--- src/rtl/dadda_mul_8x8.sv ---
// Unsigned 8x8 Dadda multiplier: partial-product matrix reduced through heights
// 8->6->4->3->2 with half/full adders, ripple-carry final add, registered product.
module dadda_mul_8x8 (
  input  logic        clk,
  input  logic        rst,
  input  logic [7:0]  A,
  input  logic [7:0]  B,
  output logic [15:0] y
);

  localparam int NCOL   = 16;
  localparam int NSTAGE = 4;

  // Full adders placed in stage s, column c (stages target heights 6, 4, 3, 2).
  function automatic int fa_cnt(input int s, input int c);
    case (s)
      0:       return (c >= 7 && c <= 9) ? 1 : 0;
      1:       return (c == 5 || c == 11) ? 1 : ((c >= 6 && c <= 10) ? 2 : 0);
      2:       return (c >= 4 && c <= 12) ? 1 : 0;
      3:       return (c >= 3 && c <= 13) ? 1 : 0;
      default: return 0;
    endcase
  endfunction

  // Half adders placed in stage s, column c.
  function automatic int ha_cnt(input int s, input int c);
    case (s)
      0:       return (c >= 6 && c <= 8) ? 1 : 0;
      1:       return (c == 4 || c == 5) ? 1 : 0;
      2:       return (c == 3) ? 1 : 0;
      3:       return (c == 2) ? 1 : 0;
      default: return 0;
    endcase
  endfunction

  // Number of bits in column c at the input of stage s (s = NSTAGE is the final pair of rows).
  function automatic int col_height(input int s, input int c);
    int h;
    h = (c < 8) ? c + 1 : ((c < 15) ? 15 - c : 0);
    for (int k = 0; k < s; k++) begin
      h = h - 2 * fa_cnt(k, c) - ha_cnt(k, c);
      if (c > 0) h = h + fa_cnt(k, c - 1) + ha_cnt(k, c - 1);
    end
    return h;
  endfunction

  // Each stage is a flat vector with columns packed LSB-first; this is where column c starts.
  function automatic int col_offset(input int s, input int c);
    int ofs;
    ofs = 0;
    for (int k = 0; k < c; k++) ofs = ofs + col_height(s, k);
    return ofs;
  endfunction

  localparam int W0 = col_offset(0, NCOL);
  localparam int W1 = col_offset(1, NCOL);
  localparam int W2 = col_offset(2, NCOL);
  localparam int W3 = col_offset(3, NCOL);
  localparam int W4 = col_offset(4, NCOL);

  logic [W0-1:0] pp;
  logic [W1-1:0] st1;
  logic [W2-1:0] st2;
  logic [W3-1:0] st3;
  logic [W4-1:0] st4;
  logic [15:0]   row_a;
  logic [15:0]   row_b;
  logic [15:0]   prod_d;
  logic [15:0]   y_q;

  for (genvar gi = 0; gi < 8; gi++) begin : g_pp_row
    for (genvar gj = 0; gj < 8; gj++) begin : g_pp_col
      localparam int COL = gi + gj;
      localparam int POS = col_offset(0, COL) + gi - ((COL > 7) ? COL - 7 : 0);
      assign pp[POS] = A[gj] & B[gi];
    end
  end

  for (genvar gs = 0; gs < NSTAGE; gs++) begin : g_stage
    localparam int WI = col_offset(gs, NCOL);
    localparam int WO = col_offset(gs + 1, NCOL);
    logic [WI-1:0] cur;
    logic [WO-1:0] nxt;

    if (gs == 0) begin : g_src0
      assign cur = pp;
    end else if (gs == 1) begin : g_src1
      assign cur = st1;
    end else if (gs == 2) begin : g_src2
      assign cur = st2;
    end else begin : g_src3
      assign cur = st3;
    end

    if (gs == 0) begin : g_dst0
      assign st1 = nxt;
    end else if (gs == 1) begin : g_dst1
      assign st2 = nxt;
    end else if (gs == 2) begin : g_dst2
      assign st3 = nxt;
    end else begin : g_dst3
      assign st4 = nxt;
    end

    // Output column order: carries from the column below, FA sums, HA sums, untouched bits.
    for (genvar gc = 0; gc < NCOL; gc++) begin : g_col
      localparam int IB    = col_offset(gs, gc);
      localparam int OB    = col_offset(gs + 1, gc);
      localparam int OB_UP = col_offset(gs + 1, gc + 1);
      localparam int CIN   = (gc > 0) ? fa_cnt(gs, gc - 1) + ha_cnt(gs, gc - 1) : 0;
      localparam int NFA   = fa_cnt(gs, gc);
      localparam int NHA   = ha_cnt(gs, gc);
      localparam int NPASS = col_height(gs, gc) - 3 * NFA - 2 * NHA;

      for (genvar gi = 0; gi < NFA; gi++) begin : g_fa
        localparam int I = IB + 3 * gi;
        assign nxt[OB + CIN + gi] = cur[I] ^ cur[I + 1] ^ cur[I + 2];
        assign nxt[OB_UP + gi]    = (cur[I] & cur[I + 1]) | (cur[I] & cur[I + 2]) |
                                    (cur[I + 1] & cur[I + 2]);
      end

      for (genvar gi = 0; gi < NHA; gi++) begin : g_ha
        localparam int I = IB + 3 * NFA + 2 * gi;
        assign nxt[OB + CIN + NFA + gi] = cur[I] ^ cur[I + 1];
        assign nxt[OB_UP + NFA + gi]    = cur[I] & cur[I + 1];
      end

      for (genvar gi = 0; gi < NPASS; gi++) begin : g_pass
        assign nxt[OB + CIN + NFA + NHA + gi] = cur[IB + 3 * NFA + 2 * NHA + gi];
      end
    end
  end

  // Split the height-2 matrix into two addend rows; empty slots are zero.
  for (genvar gc = 0; gc < NCOL; gc++) begin : g_rows
    localparam int H   = col_height(NSTAGE, gc);
    localparam int OFS = col_offset(NSTAGE, gc);
    if (H >= 1) begin : g_a
      assign row_a[gc] = st4[OFS];
    end else begin : g_a0
      assign row_a[gc] = 1'b0;
    end
    if (H >= 2) begin : g_b
      assign row_b[gc] = st4[OFS + 1];
    end else begin : g_b0
      assign row_b[gc] = 1'b0;
    end
  end

  always_comb begin
    logic carry;
    carry  = 1'b0;
    prod_d = '0;
    for (int k = 0; k < 16; k++) begin
      prod_d[k] = row_a[k] ^ row_b[k] ^ carry;
      carry     = (row_a[k] & row_b[k]) | (carry & (row_a[k] ^ row_b[k]));
    end
  end

  always_ff @(posedge clk) begin
    if (rst) begin
      y_q <= 16'h0000;
    end else begin
      y_q <= prod_d;
    end
  end

  assign y = y_q;

endmodule

--- config.mk ---
export PLATFORM = sky130hd
export DESIGN_NAME = dadda_mul_8x8
export DESIGN_NICKNAME = d
export VERILOG_FILES = /design/src/rtl/dadda_mul_8x8.sv
export SDC_FILE = /design/constraint.sdc
export NUM_CORES = 1
export LEC_CHECK = 0
export ABC_CLOCK_PERIOD_IN_PS = 8000
export CAP_MARGIN = 20
export CORE_ASPECT_RATIO = 0.75
export CORE_MARGIN = 2
export CORE_UTILIZATION = 49
export DETAILED_ROUTE_END_ITERATION = 10
export PLACE_DENSITY = 0.77
export SYNTH_ARGS = -nofsm -noshare
export SYNTH_HDL_FRONTEND = slang
export SYNTH_SLANG_ARGS = --single-unit
--- constraint.sdc ---
create_clock -name clk -period 8 [get_ports clk]
set_clock_uncertainty 0.15 [all_clocks]
set_input_delay 2 -clock clk [delete_from_list [all_inputs] [get_ports clk]]
set_output_delay 2 -clock clk [all_outputs]
set_load 0.005 [all_outputs]
==> reports/metrics.csv, run 1 <==
stage,metric,value,unit
drt,dr.pass1.iters,4,
drt,ant_nets,0,
synthesis,ys_seq_elements,16,
critical_path,crit_family,adder cells,
synthesis,synth.top_cell.area_share,0.465,
cts,h-tree-depth,1,
global_routing,grt_pass1_vias,1616,
power,p_leak,1.33,nW
placed_design,pre_cts_ws,-703,ps
drt,vias,1403,
sta,holdWs,1950,ps
power,power_switching,162,uW
synthesis,ys_seq_area_frac,0.155,
cells_and_area,antenna_cells,0,
sta,rsz0062_at_grt,no,
sta,fin_tns_setup,0,ps
synthesis,synthCells,208,
critical_path,crit_arrival,7860,ps
cts,numCtsBuffers,3,
global_routing,grt_use_total,0.198,
floorplanning,dieArea,4760,um^2
power,pwr-share-comb,0.606,
cts,cts_tree,done,
critical_path,path_class,in2reg,
floorplanning,die_h,60.3,um
sta,worstMarginPinSlew,715,ps
sta,fin_crit_sh,0.978,
critical_path,slowest_stage,fa_1,
synthesis,avgSynthCellArea,9.94,um^2
cells_and_area,fin_util,0.661,
cells_and_area,final_area,2680,um^2
placed_design,place_area,2580,um^2
critical_path,crit_required,8030,ps
power,seqPwrFrac,0.236,
critical_path,critPathMaxFanout,2,
floorplanning,io_pins,34,
synthesis,synth_cell_types,12,
sta,fmax,128,MHz
min_path,hp-class,in2reg,
cts,path_clk_slew,70,ps
cells_and_area,final_common_cell,inv_1,
cells_and_area,largest_register_ffs,16,
synthesis,yosysWarnings,0,
global_routing,grt_pass1_wl,7030,um
cells_and_area,layout-drive-gt1-share,0.192,
sta,max-slew-margin-rel,0.522,
cells_and_area,layoutNonFillerInstCount,315,
critical_path,worst-path-buf-inv,2,
synthesis,synth_nets,282,
power,ir_worst_vdd,0.115,mV
power,finalPower,468,uW
cells_and_area,nNetsFinal,335,
floorplanning,die_w,79.0,um
global_routing,antenna_found_initial,0,
min_path,worstHoldPathCells,2,
placed_design,dp_hpwl,3250,um
critical_path,start_kind,input port,
critical_path,endpoint_kind,register,
global_routing,grt_max_degree,17,
synthesis,synth_area_leaders,"fa_1, dfxtp_1, and2_1",
outcome,status,"finished, final reports clean",
sta,setup_slack,175,ps
placed_design,gp_congestion,0.832,
critical_path,crit_chain,clkdlybuf4s50_1 > and2_1 > ha_1 > fa_1 > fa_2 > fa_2 > fa_2 > fa_2 > fa_2 > fa_2 > fa_2 > fa_2 > fa_2 > fa_2 > fa_2 > inv_1 > fa_1 > nor2_1,
cells_and_area,area_growth,29.6,%
drt,post_drt_wl_per_cell,12.3,um
sta,maxSlewViolCount,0,
drt,route.detailed.drc,0,
power,intPower,306,uW
cts,cts-root-buf,clkbuf_8,
min_path,holdPathEnd,y[0]$_SDFF_PP0_,
floorplanning,placementRows,20,
global_routing,grt_overflow,0,
sta,hold_viol,0,
cts,cts_sinks,16,
floorplanning,start_util,0.510,
synthesis,synth_area,2070,um^2
drt,viasPerCell,4.45,
cells_and_area,final_cell_mix,"inv_1, and2_1, fa_1, nand2_1, clkdlybuf4s50_1",
drt,drt-total-wl,3890,um
synthesis,synth_top_area_cell,fa_1,
sta,setup_viol,0,
placed_design,placed_cells,309,
sta,min_period,7830,ps
min_path,hp-start,B[0],
floorplanning,core_area,4050,um^2
cts,clockBufferDepth,2,
power,clkPwrFrac,0.158,
cts,cts_hold_buf,0,
run,maxCapViolCount,0,
critical_path,crit_top_cell,fa_2,
drt,drt_iter0_markers,32,
power,swShare,0.346,
critical_path,critical-path-max-stage-delay,460,ps
placed_design,port_buffers,33,
power,power_density,175,nW/um^2
==> layout make-up <==
cell class	instances	area (um^2)
timing repair buffer	49	455
sequential	16	320
inverter	56	210
multi-input combinational	135	1570
tap	55	68.8
fill	337	1370
clock buffer	4	55.1
==> worst max-delay path by stage <==
stage	from	end	slack, ps	cells after the start
2_1_floorplan	B[1]	y[14]$_SDFF_PP0_	30	19
3_3_place_gp	B[1]	y[14]$_SDFF_PP0_	-620	20
3_5_place_dp	B[1]	y[14]$_SDFF_PP0_	-700	20
4_1_cts	A[7]	y[14]$_SDFF_PP0_	4	20
5_1_grt	A[0]	y[14]$_SDFF_PP0_	6	18
6_report	A[0]	y[14]$_SDFF_PP0_	170	18
==> synth_stat cells (all sizes together) <==
cell type and count:
and2 40, and2b 5, and3b 1, buf 1, dfxtp 16, fa 48
ha 8, inv 56, nand2 23, nor2 2, nor2b 8
==> power groups by stage <==
stage	combinational, mW	clock [mW]	sequential, mW
after floorplan	0.177	0	0.116
after global placement	0.277	0	0.113
after detailed placement	0.281	0	0.112
after CTS	0.290	0.0773	0.111
after global routing	0.341	0.0801	0.113
final	0.284	0.0739	0.110
==> cell families (layout without fill, tap and decap cells) <==
logic type | Yosys count | after routing | synth area share
simple gates | 79 | 79 | 0.225
buf+inv | 57 | 109 | 0.107
fa+ha+maj | 56 | 56 | 0.513
flops | 16 | 16 | 0.155
==> timing repair <==
action / CTS / global route
buffers inserted: 2 / 0
endpoints found under the setup margin: 3 / 2
pin swaps: 11 / 12
gates resized for setup: 16 / 15
==> layer usage <==
metal  up-vias  part of all wire  track usage  routed length [um]
met5         -                 0            0                   0
met4         0                 0       0.0172                   0
met3         0             0.054       0.0453                 209
met2        29              0.48        0.356                1870
met1       693              0.47        0.257                1810
li1        681                 -            -                   -
Power figures use the tool's default switching activity.
==> run 2: changes to the inputs <==
- CTS_CLUSTER_SIZE: not set -> 24
- RECOVER_POWER: not set -> 50
==> run 2 against run 1 <==
Compared with the run above:
- non-clock buffer count unchanged
- total power is 1.9% lower
- die area stayed put
- count of clock-buffer cells in the layout unchanged
- critical endpoint unchanged
==> reports/metrics.csv, run 2 (synthesized netlist as in run 1, its figures left out) <==
stage,metric,value,unit,change
cts,cts_sinks,16,,unchanged
critical_path,critPathMaxFanout,2,,unchanged
cts,numCtsBuffers,3,,unchanged
critical_path,start_kind,input port,,
placed_design,gp_congestion,0.832,,unchanged
cells_and_area,nNetsFinal,335,,unchanged
global_routing,grt_overflow,0,,unchanged
critical_path,crit_arrival,7860,ps,about the same
cells_and_area,final_cell_mix,"inv_1, and2_1, fa_1, nand2_1, dfxtp_1",,
cts,cts_tree,done,,
cts,cts-root-buf,clkbuf_8,,
cts,cts_hold_buf,0,,unchanged
run,maxCapViolCount,0,,unchanged
floorplanning,dieArea,4760,um^2,unchanged
floorplanning,core_area,4050,um^2,unchanged
cts,path_clk_slew,70,ps,about the same
min_path,worstHoldPathCells,2,,unchanged
drt,drt_iter0_markers,32,,unchanged
sta,min_period,7830,ps,-0.0330 ps
drt,ant_nets,0,,unchanged
min_path,hp-start,B[0],,
critical_path,critical-path-max-stage-delay,460,ps,about the same
cells_and_area,largest_register_ffs,16,,unchanged
sta,fin_crit_sh,0.978,,about the same
drt,post_drt_wl_per_cell,12.3,um,-0.15%
power,power_density,171,nW/um^2,-1.9%
critical_path,crit_required,8030,ps,about the same
drt,vias,1403,,unchanged
floorplanning,placementRows,20,,unchanged
placed_design,dp_hpwl,3250,um,unchanged
global_routing,antenna_found_initial,0,,unchanged
sta,maxSlewViolCount,0,,unchanged
cells_and_area,final_common_cell,inv_1,,
critical_path,worst-path-buf-inv,2,,unchanged
critical_path,crit_top_cell,fa_2,,
floorplanning,die_h,60.3,um,unchanged
critical_path,endpoint_kind,register,,
cells_and_area,layoutNonFillerInstCount,315,,unchanged
drt,drt-total-wl,3880,um,-0.15%
sta,holdWs,1950,ps,+0.0100 ps
placed_design,placed_cells,309,,unchanged
sta,fin_tns_setup,0,ps,unchanged
critical_path,path_class,in2reg,,
sta,fmax,128,MHz,unchanged
drt,viasPerCell,4.45,,unchanged
floorplanning,io_pins,34,,unchanged
drt,dr.pass1.iters,4,,unchanged
critical_path,crit_family,adder cells,,
outcome,status,"finished, final reports clean",,
global_routing,grt_use_total,0.198,,unchanged
global_routing,grt_pass1_wl,7030,um,unchanged
sta,worstMarginPinSlew,715,ps,-0.313 ps
cells_and_area,layout-drive-gt1-share,0.192,,unchanged
floorplanning,start_util,0.510,,unchanged
global_routing,grt_pass1_vias,1616,,unchanged
floorplanning,die_w,79.0,um,unchanged
cts,h-tree-depth,1,,unchanged
power,ir_worst_vdd,0.114,mV,-0.87%
critical_path,slowest_stage,fa_1,,
drt,route.detailed.drc,0,,unchanged
min_path,holdPathEnd,y[0]$_SDFF_PP0_,,
min_path,hp-class,in2reg,,
cells_and_area,area_growth,29.6,%,unchanged
critical_path,crit_chain,clkdlybuf4s50_1 > and2_1 > ha_1 > fa_1 > fa_2 > fa_2 > fa_2 > fa_2 > fa_2 > fa_2 > fa_2 > fa_2 > fa_2 > fa_2 > fa_2 > inv_1 > fa_1 > nor2_1,,
sta,hold_viol,0,,unchanged
global_routing,grt_max_degree,17,,unchanged
sta,max-slew-margin-rel,0.522,,about the same
cts,clockBufferDepth,2,,unchanged
cells_and_area,antenna_cells,0,,unchanged
placed_design,port_buffers,33,,unchanged
power,finalPower,459,uW,-1.9%
power,p_leak,1.37,nW,+2.4%
sta,rsz0062_at_grt,no,,
sta,setup_viol,0,,unchanged
[run 2: cell types whose count changed in the layout (fill, tap and decap cells not counted), sizes merged]
cell / before / now
clkdlybuf4s50: 21 / 6
dlygate4sd3: 0 / 15
[run 2: worst max path at each step]
stage,from,cells past startpoint,to,slack (ps)
2_1_floorplan,B[1],19,y[14]$_SDFF_PP0_,30
3_3_place_gp,B[1],20,y[14]$_SDFF_PP0_,-620
3_5_place_dp,B[1],20,y[14]$_SDFF_PP0_,-700
4_1_cts,A[7],20,y[14]$_SDFF_PP0_,4
5_1_grt,A[0],18,y[14]$_SDFF_PP0_,6
6_report,A[0],18,y[14]$_SDFF_PP0_,170
[run 2: metrics by stage]
| step | setup WS (ps) | util | area [um^2] |
|---|---|---|---|
| after floorplan | 28.2 | - | 2080 |
| after detailed placement | -703 | 0.635 | 2580 |
| after CTS | 4.39 | 0.658 | 2670 |
| after global routing | 5.76 | 0.661 | 2680 |
| final | 175 | 0.661 | 2680 |
| after global placement | -620 | 0.635 | 2580 |
[run 2: report_power, final]
part	internal [mW]	leakage [nW]	switching, mW
clock network	0.0437	0.0288	0.0302
registers	0.105	0.133	0.00469
logic	0.150	1.21	0.126
total	0.298	1.37	0.161
[run 2: what timing repair did]
item | CTS | global route
setup buffers | 2 | 0
resized for setup | 16 | 15
pin swaps | 11 | 12
endpoints found under the setup margin | 3 | 2
[run 2: routing by layer]
layer	global-route usage	up-vias	wire length [um]
li1	-	681	-
met1	0.257	693	1810
met2	0.356	29	1870
met3	0.0453	0	209
met4	0.0172	0	0
met5	0	-	0
[run 2: cell type report]
class	count	area [um^2]
Multi-Input combinational cell	135	1570
Timing Repair Buffer	49	455
Fill cell	337	1370
Tap cell	55	68.8
Clock buffer	4	55.1
Inverter	56	210
Sequential cell	16	320
